**config.mk**
```make
export PLATFORM = sky130hd
export DESIGN_NAME = dmaster_b2p_channel_filter
export DESIGN_NICKNAME = d
export VERILOG_FILES = /design/src/rtl/dmaster_pkg.sv /design/src/rtl/dmaster_st_skid_buffer.sv /design/src/rtl/dmaster_b2p_channel_filter.sv
export SDC_FILE = /design/constraint.sdc
export NUM_CORES = 1
export LEC_CHECK = 0
export CAP_MARGIN = 10
export CELL_PAD_IN_SITES_DETAIL_PLACEMENT = 0
export CELL_PAD_IN_SITES_GLOBAL_PLACEMENT = 1
export CORE_ASPECT_RATIO = 0.7
export CORE_UTILIZATION = 35
export CTS_BUF_LIST = sky130_fd_sc_hd__clkbuf_2
export CTS_CLUSTER_DIAMETER = 120
export DETAILED_ROUTE_END_ITERATION = 7
export GPL_ROUTABILITY_DRIVEN = 0
export PLACE_DENSITY = 0.88
export SLEW_MARGIN = 30
export SYNTH_ARGS = -nofsm -noshare
export SYNTH_HDL_FRONTEND = slang
export SYNTH_SLANG_ARGS = --single-unit
export TNS_END_PERCENT = 30
```
**constraint.sdc**
```tcl
create_clock -name clk -period 1.7 [get_ports clk]
set_input_delay 0.255 -clock clk [delete_from_list [all_inputs] [get_ports clk]]
set_output_delay 0.255 -clock clk [all_outputs]
set_load 0.01 [all_outputs]
```
**src/rtl/dmaster_pkg.sv**
```systemverilog
// ---------------------------------------------------------------------------
// dmaster_pkg
//   Shared definitions for the debug-master byte/packet path.
//   - b2p_state_e : receive-side channel classifier states
//   - DEFAULT_*   : default widths used by the channel adapters
// ---------------------------------------------------------------------------
package dmaster_pkg;

    localparam int DEFAULT_DATA_W    = 8;
    localparam int DEFAULT_CHANNEL_W = 8;
    localparam int DEFAULT_CNT_W     = 16;

    // IDLE: between packets, PASS: inside an accepted packet,
    // DROP: inside a rejected packet.
    typedef enum logic [1:0] {
        ST_IDLE = 2'd0,
        ST_PASS = 2'd1,
        ST_DROP = 2'd2
    } b2p_state_e;

endpackage

```
**src/rtl/dmaster_st_skid_buffer.sv**
```systemverilog
// ---------------------------------------------------------------------------
// dmaster_st_skid_buffer
//   Two-entry registered Avalon-ST slice carrying {data, sop, eop}.
//   Entry 1 is the output register, entry 2 is the skid slot that catches a
//   beat accepted while the output is stalled. in_ready is a pure register
//   output ("skid slot empty"), so no combinational path exists from
//   out_ready to in_ready.
//
//   Ports:
//     clk, reset                 clock, asynchronous active-high reset
//     in_valid/in_ready          upstream handshake
//     in_data/in_sop/in_eop      upstream payload
//     out_valid/out_ready        downstream handshake
//     out_data/out_sop/out_eop   registered downstream payload
// ---------------------------------------------------------------------------
module dmaster_st_skid_buffer
    import dmaster_pkg::*;
#(
    parameter int DATA_W = DEFAULT_DATA_W
) (
    input  logic              clk,
    input  logic              reset,
    input  logic              in_valid,
    output logic              in_ready,
    input  logic [DATA_W-1:0] in_data,
    input  logic              in_sop,
    input  logic              in_eop,
    output logic              out_valid,
    input  logic              out_ready,
    output logic [DATA_W-1:0] out_data,
    output logic              out_sop,
    output logic              out_eop
);

    localparam int PAYLOAD_W = DATA_W + 2;

    logic                 out_valid_reg;
    logic                 skid_valid_reg;
    logic [PAYLOAD_W-1:0] out_payload_reg;
    logic [PAYLOAD_W-1:0] skid_payload_reg;

    logic [PAYLOAD_W-1:0] in_payload;
    logic                 accept;
    logic                 load_out;

    assign in_payload = {in_data, in_sop, in_eop};
    assign accept     = in_valid && !skid_valid_reg;
    // The output register may take a new beat when empty or being consumed.
    assign load_out   = !out_valid_reg || out_ready;

    always_ff @(posedge clk or posedge reset) begin
        if (reset) begin
            out_valid_reg    <= 1'b0;
            skid_valid_reg   <= 1'b0;
            out_payload_reg  <= '0;
            skid_payload_reg <= '0;
        end else begin
            if (load_out) begin
                // The skid slot is older than any incoming beat, so it drains
                // first. While it is full in_ready is low and accept is 0.
                if (skid_valid_reg) begin
                    out_payload_reg <= skid_payload_reg;
                    out_valid_reg   <= 1'b1;
                    skid_valid_reg  <= 1'b0;
                end else if (accept) begin
                    out_payload_reg <= in_payload;
                    out_valid_reg   <= 1'b1;
                end else begin
                    out_valid_reg   <= 1'b0;
                end
            end else if (accept) begin
                skid_payload_reg <= in_payload;
                skid_valid_reg   <= 1'b1;
            end
        end
    end

    assign in_ready  = !skid_valid_reg;
    assign out_valid = out_valid_reg;
    assign out_data  = out_payload_reg[PAYLOAD_W-1:2];
    assign out_sop   = out_payload_reg[1];
    assign out_eop   = out_payload_reg[0];

endmodule

```
**src/rtl/dmaster_b2p_channel_filter.sv**
```systemverilog
// ---------------------------------------------------------------------------
// dmaster_b2p_channel_filter
//   Receive-side channel adapter: forwards only packets whose SOP channel
//   equals ACCEPT_CHANNEL, with the channel field stripped. Output goes
//   through a 2-entry skid buffer (one cycle latency, full throughput).
//
//   Optional feature macro: DMASTER_B2P_DROP_COUNT_EN
//     When defined, adds the drop_count port: a saturating count of rejected
//     packets (mismatching SOP beats) plus orphan beats seen while idle.
//
//   Ports:
//     clk, reset                       clock, asynchronous active-high reset
//     in_valid/in_ready                input handshake (in_ready = skid empty)
//     in_data, in_channel              payload, channel (used on SOP only)
//     in_startofpacket/endofpacket     packet framing
//     out_valid/out_ready              output handshake
//     out_data, out_startofpacket/eop  forwarded beat
//     drop_count                       dropped count (macro builds only)
// ---------------------------------------------------------------------------
module dmaster_b2p_channel_filter
    import dmaster_pkg::*;
#(
    parameter int                   DATA_W         = DEFAULT_DATA_W,
    parameter int                   CHANNEL_W      = DEFAULT_CHANNEL_W,
    parameter logic [CHANNEL_W-1:0] ACCEPT_CHANNEL = '0,
    parameter int                   CNT_W          = DEFAULT_CNT_W
) (
    input  logic                 clk,
    input  logic                 reset,
    input  logic                 in_valid,
    output logic                 in_ready,
    input  logic [DATA_W-1:0]    in_data,
    input  logic [CHANNEL_W-1:0] in_channel,
    input  logic                 in_startofpacket,
    input  logic                 in_endofpacket,
    output logic                 out_valid,
    input  logic                 out_ready,
    output logic [DATA_W-1:0]    out_data,
    output logic                 out_startofpacket,
    output logic                 out_endofpacket
`ifdef DMASTER_B2P_DROP_COUNT_EN
    ,
    output logic [CNT_W-1:0]     drop_count
`endif
);

    b2p_state_e state_reg;
    b2p_state_e state_next;

    logic beat_accepted;
    logic ch_match;
    logic fwd;

    // in_ready gates every beat, including ones that will be discarded, so
    // the upstream sees one uniform handshake regardless of channel.
    assign beat_accepted = in_valid && in_ready;
    assign ch_match      = (in_channel == ACCEPT_CHANNEL);

    always_ff @(posedge clk or posedge reset) begin
        if (reset) begin
            state_reg <= ST_IDLE;
        end else begin
            state_reg <= state_next;
        end
    end

    always_comb begin
        state_next = state_reg;
        fwd        = 1'b0;
        if (beat_accepted) begin
            if (in_startofpacket) begin
                // An SOP always reclassifies, even mid-packet. A packet cut
                // short this way is left unterminated downstream.
                if (ch_match) begin
                    fwd        = 1'b1;
                    state_next = ST_PASS;
                end else begin
                    state_next = ST_DROP;
                end
                if (in_endofpacket) begin
                    state_next = ST_IDLE;
                end
            end else begin
                case (state_reg)
                    ST_PASS: begin
                        fwd = 1'b1;
                        if (in_endofpacket) begin
                            state_next = ST_IDLE;
                        end
                    end
                    ST_DROP: begin
                        if (in_endofpacket) begin
                            state_next = ST_IDLE;
                        end
                    end
                    default: begin
                        // Orphan beat between packets: discarded.
                        state_next = ST_IDLE;
                    end
                endcase
            end
        end
    end

    dmaster_st_skid_buffer #(
        .DATA_W (DATA_W)
    ) u_skid (
        .clk       (clk),
        .reset     (reset),
        .in_valid  (fwd),
        .in_ready  (in_ready),
        .in_data   (in_data),
        .in_sop    (in_startofpacket),
        .in_eop    (in_endofpacket),
        .out_valid (out_valid),
        .out_ready (out_ready),
        .out_data  (out_data),
        .out_sop   (out_startofpacket),
        .out_eop   (out_endofpacket)
    );

`ifdef DMASTER_B2P_DROP_COUNT_EN
    logic [CNT_W-1:0] drop_count_reg;
    logic             drop_inc;

    assign drop_inc = beat_accepted &&
                      ((in_startofpacket && !ch_match) ||
                       (!in_startofpacket && (state_reg == ST_IDLE)));

    always_ff @(posedge clk or posedge reset) begin
        if (reset) begin
            drop_count_reg <= '0;
        end else if (drop_inc && (drop_count_reg != {CNT_W{1'b1}})) begin
            drop_count_reg <= drop_count_reg + 1'b1;
        end
    end

    assign drop_count = drop_count_reg;
`endif

endmodule

```
### Word-level counts from Yosys, hierarchy flattened

Cells that the tools add are included.

| storage, ports and cells | value |
|---|---|
| bits in registers | 24 |
| input bits | 22 |
| output and inout port bits | 12 |
| logic and storage cells | 36 |

| operators by class | value |
|---|---|
| equality and inequality tests | 3 |
| muxes and demuxes | 15 |
| bitwise logic cells | 1 |
| reduce and logical (&&, ||, !) cells | 12 |

Operators with widths:

| cell | count |
|---|---|
| two-way mux 10 bit | 2 |
| two-way mux 2 bit | 5 |
| zero test 8 bit | 1 |
| two-way mux 1 bit | 8 |
| AND reduction 2 bit | 3 |
| nonzero test 2 bit | 2 |
| != test 3 x 1 -> 1 bit, second input constant | 1 |
| == test 2 x 1 -> 1 bit, second input constant | 1 |
| == test 2 bit, second input constant | 1 |
| logical AND 1 bit | 2 |
| zero test 1 bit | 2 |
| OR reduction 2 bit | 1 |
| logical OR 1 bit | 1 |
| inverter 1 bit | 1 |

### Longest topological paths before layout

| depth | value |
|---|---|
| word-level depth | 7 |
| depth in mapped cells | 6 |
| mapped depth without buffers | 6 |

### Modules after synthesis

A second synthesis with hierarchy kept.

| unflattened totals | value |
|---|---|
| cell total of the unflattened synthesis | 80 |
| area total of the unflattened synthesis | 1218.7 um^2 |

Modules (own cells, without submodules):

| module | instances | cells an instance | area an instance (um^2) | sequential area each (um^2) |
|---|---|---|---|---|
| dmaster_st_skid_buffer | 1 | 63 | 1046.0 | 550.5 |
| dmaster_b2p_channel_filter | 1 | 17 | 172.7 | 50.0 |

### Least setup slack after synthesis

OpenSTA, ideal clock, no wires.

| timing path | value |
|---|---|
| path kind | reg2reg |
| start point | register u_skid.skid_valid_reg |
| end point | register u_skid.skid_payload_reg[0] |
| arrival | 1.501 ns |
| required time | 1.575 ns |
| path slack | 0.074 ns |
| stages on the path, launching flop included | 5 |
| buffers on the path | 0 |
| clock period less this slack | 1.626 ns |
| cells stage by stage | dfrtp_1 nand2b_1 or2_1 a21oi_4 mux2_4 |

| between the ends | value |
|---|---|
| cells in the longest elaborated chain, start to end | 5 |

Ends and longest elaborated chain:

| element | line | RTL |
|---|---|---|
| start, declared | dmaster_st_skid_buffer.sv:38 | `logic skid_valid_reg;` |
| start signal, assigned | dmaster_st_skid_buffer.sv:54 | `skid_valid_reg <= 1'b0;` |
| start signal, assigned | dmaster_st_skid_buffer.sv:64 | `skid_valid_reg <= 1'b0;` |
| start signal, assigned | dmaster_st_skid_buffer.sv:73 | `skid_valid_reg <= 1'b1;` |
| zero test 1 bit * | dmaster_st_skid_buffer.sv:47, dmaster_st_skid_buffer.sv:78 |  |
| logical AND 1 bit | dmaster_b2p_channel_filter.sv:56 | `assign beat_accepted = in_valid && in_ready;` |
| two-way mux 1 bit | dmaster_b2p_channel_filter.sv:70 | `if (beat_accepted) begin` |
| logical AND 1 bit * | dmaster_st_skid_buffer.sv:47 | `assign accept = in_valid && !skid_valid_reg;` |
| AND reduction 2 bit (no line) * | -- |  |
| end signal, assigned | dmaster_st_skid_buffer.sv:72 | `skid_payload_reg <= in_payload;` |
| end, declared | dmaster_st_skid_buffer.sv:40 | `logic [PAYLOAD_W-1:0] skid_payload_reg;` |

Mark *: on every way between the ends. The rest lies on a longest branch, timed or not.
A chain may end at the register's enable or synchronous reset.

### Final worst setup path

| timing path | value |
|---|---|
| start point | register state_reg[0] |
| end point | register u_skid.out_payload_reg[3] |

| between the ends | value |
|---|---|
| cells in the longest elaborated chain, start to end | 7 |

Ends and longest elaborated chain:

| element | line | RTL |
|---|---|---|
| start, declared | dmaster_b2p_channel_filter.sv:47 | `b2p_state_e state_reg;` |
| start signal, assigned | dmaster_b2p_channel_filter.sv:63 | `state_reg <= state_next;` |
| == test 2 x 1 -> 1 bit | dmaster_b2p_channel_filter.sv:84 | `case (state_reg)` |
| two-way mux 1 bit | dmaster_b2p_channel_filter.sv:84 |  |
| two-way mux 1 bit | dmaster_b2p_channel_filter.sv:71 | `if (in_startofpacket) begin` |
| two-way mux 1 bit | dmaster_b2p_channel_filter.sv:70 |  |
| logical AND 1 bit | dmaster_st_skid_buffer.sv:47 |  |
| nonzero test 2 bit (no line) | -- |  |
| AND reduction 2 bit (no line) | -- |  |
| end signal, assigned | dmaster_st_skid_buffer.sv:62 | `out_payload_reg <= skid_payload_reg;` |
| end signal, assigned | dmaster_st_skid_buffer.sv:66 | `out_payload_reg <= in_payload;` |
| end, declared | dmaster_st_skid_buffer.sv:39 | `logic [PAYLOAD_W-1:0] out_payload_reg;` |

Every way passes these cells.

==> metrics.csv <==
metric,value,unit
maximum fanout count along the critical path,5,
f_max,600,MHz
post-synthesis average cell area,13.9,sq um
CTS buffer count,3,
Worst-Skew Late Latency,0.34,ns
clock transition time at the flip-flop clock pins of the worst setup and hold paths,0.23,ns
area of the die,3630,sq um
finished layout cell area,1830,sq um
"commonest non-fill, non-tap cell in the layout",sky130_fd_sc_hd__clkdlybuf4s50_1,
floorplan die width,71.5,um
number of max-cap violations,0,
final HPWL from detailed placement,1930,um
worst path buffer plus inverter count,1,
number of vias after detailed routing,847,
total gr overflow,0,
Floorplan Core Area,3190,sq um
kind of start point of the critical path,register,
first-pass detailed-route iteration total,2,
placed standard-cell area,1680,sq um
total design power,0.00145,W
layout-stage area growth over the synthesis result,54.7,%
net count after synthesis,108,
critical path data required time,1.95,ns
distinct cell type count after synthesis,20,
Final Max Slew Viols,0,
Yosys warnings,0,
clock sink count,24,
critical path startpoint,state_reg[0],
Hold Fails Final Rpt,0,
CTS tree,built,
# DRC,0,
sequential area share after synthesis,0.507,
"Data arrival, critical path",1.92,ns
antenna-violating nets left,0,
setup repair after global routing missed its margin,yes,
violation count after the first detailed-route iteration,48,
run status,"complete, no violations",
maximum number of buffers from clock root to sink,2,
Global Route Usage Sum,0.167,
path type of the worst min-delay path,in2reg,
"Period Utilization, post-route",0.981,
pin count of the biggest net entering global routing,23,
antenna violations before repair,0,
origin of the worst min-delay path,in_endofpacket,
"commonest cells after routing, fill and taps aside","32 x sky130_fd_sc_hd__clkdlybuf4s50_1, 24 x sky130_fd_sc_hd__dfrtp_1, 17 x sky130_fd_sc_hd__mux2_4",
per-cell routed wire length,15.0,um
fraction of final layout cells with drive strength greater than 1,0.424,
number of global-route vias before repair,937,
crit path capture type,register,
worst clock skew on the final layout,0.0119,ns
starting density of the core,0.371,
transition time at the pin with the least slew margin,0.289,ns
tightest slew margin relative to the limit,0.806,
Peak supply drop,0.492,mV
WS Path Type,reg2reg,
"FF+latch count, synth",24,
number of diodes added for antenna fixing,0,
power density normalized to cell area,790,nW/um^2
Critical-path top delay cell,sky130_fd_sc_hd__dfrtp_1,
Synth Instances,85,
number of core rows,17,
Boundary Pins,34,
cells traversed along the worst timing path,ha_4 -> o21a_1 -> o21ai_2 -> nor2_4 -> clkbuf_16 -> mux2_4,
Leakage,0.795,nW
accumulated negative setup slack,0,ns
number of levels the H-tree was split into,1,
worst reg2reg path startpoint,state_reg[0],
first-pass GRT wire length,4570,um
worst hold margin,0.532,ns
Finish-stage setup viols,0,
family with the most delay on the worst path,flip-flops,
final period demand of the worst path,1.67,ns
slowest cell delay on critical path,0.48,ns
number of buffers inserted by port buffering,33,
number of vias per cell after detailed routing,4.79,
cell area after synthesis,1180,sq um
chip height,50.7,um
# nets final,163,
post-route core utilization,0.575,
buffer type at the clock tree root,sky130_fd_sc_hd__clkbuf_2,
total routed wirelength,2650,um
[routing by layer]
layer / vias to the layer above / share of wire / GRT usage
met1: 415 / 0.50 / 0.229
met2: 21 / 0.46 / 0.262
li1: 411 / - / -
met3: 0 / 0.040 / 0.0502
met5: - / 0 / 0
met4: 0 / 0 / 0.0392
[power by group]
group	switching [W]	internal, W
registers	0.0000393	0.000635
clock network	0.000172	0.000203
logic	0.000133	0.000265
[synth_stat cells (all sizes together)]
| cell | n | area (sq um) |
|---|---|---|
| nand2 | 5 | 18.8 |
| inv | 3 | 11.3 |
| mux2 | 28 | 349 |
| ha | 1 | 12.5 |
| nand3 | 1 | 10.0 |
| a21bo | 1 | 10.0 |
| a21oi | 3 | 26.3 |
| o21ai | 5 | 25.0 |
| nor2 | 3 | 18.8 |
| a2bb2oi | 2 | 17.5 |
| nand2b | 4 | 25.0 |
| clkbuf | 1 | 3.75 |
| or2 | 1 | 6.26 |
| nor4 | 2 | 42.5 |
| dfrtp | 24 | 601 |
| o21a | 1 | 7.51 |
[repair_timing]
item                                    CTS  global route
resized for setup                         4            12
hold buffers                              0             1
endpoints found under the setup margin    7            19
hold endpoints to repair                  0             2
pin swaps                                 0             4
buffers inserted                          1             3
cloned                                    0             1
[logic make-up (layout without fill, tap and decap cells)]
family,count (synthesis),after routing,share of synthesized area
flops,24,24,0.507
compound gates,12,12,0.0729
buf+inv,4,58,0.0127
mux,28,28,0.295
fa+ha+maj,1,1,0.0106
simple gates,16,16,0.102
[layout make-up]
class | count | area, sq um
timing repair buffer | 51 | 510
multi-input combinational | 57 | 618
sequential | 24 | 601
tap | 38 | 47.5
clock buffer | 3 | 15.0
inverter | 3 | 11.3
clock inverter | 1 | 30.0
fill | 274 | 1360
[final timing paths]
kind                                         endpoint  slack, ns  depth (start not counted)
setup / recovery            u_skid.out_payload_reg[3]       0.03                          6
hold / removal                           state_reg[0]       0.53                          2
setup reg to reg            u_skid.out_payload_reg[3]       0.03                          6
hold reg to reg            u_skid.skid_payload_reg[8]       0.54                          1
max in group asynchronous   u_skid.out_payload_reg[3]       0.62                          4
min in group asynchronous   u_skid.out_payload_reg[2]       0.61                          3
[stage by stage]
step	setup slack, ns	instances
after floorplan	0.0741	85
after global placement	-0.245	168
after detailed placement	-0.307	168
after CTS	-0.00382	173
after global routing	-0.0513	177
final	0.0322	177
Power figures use the tool's default switching activity.
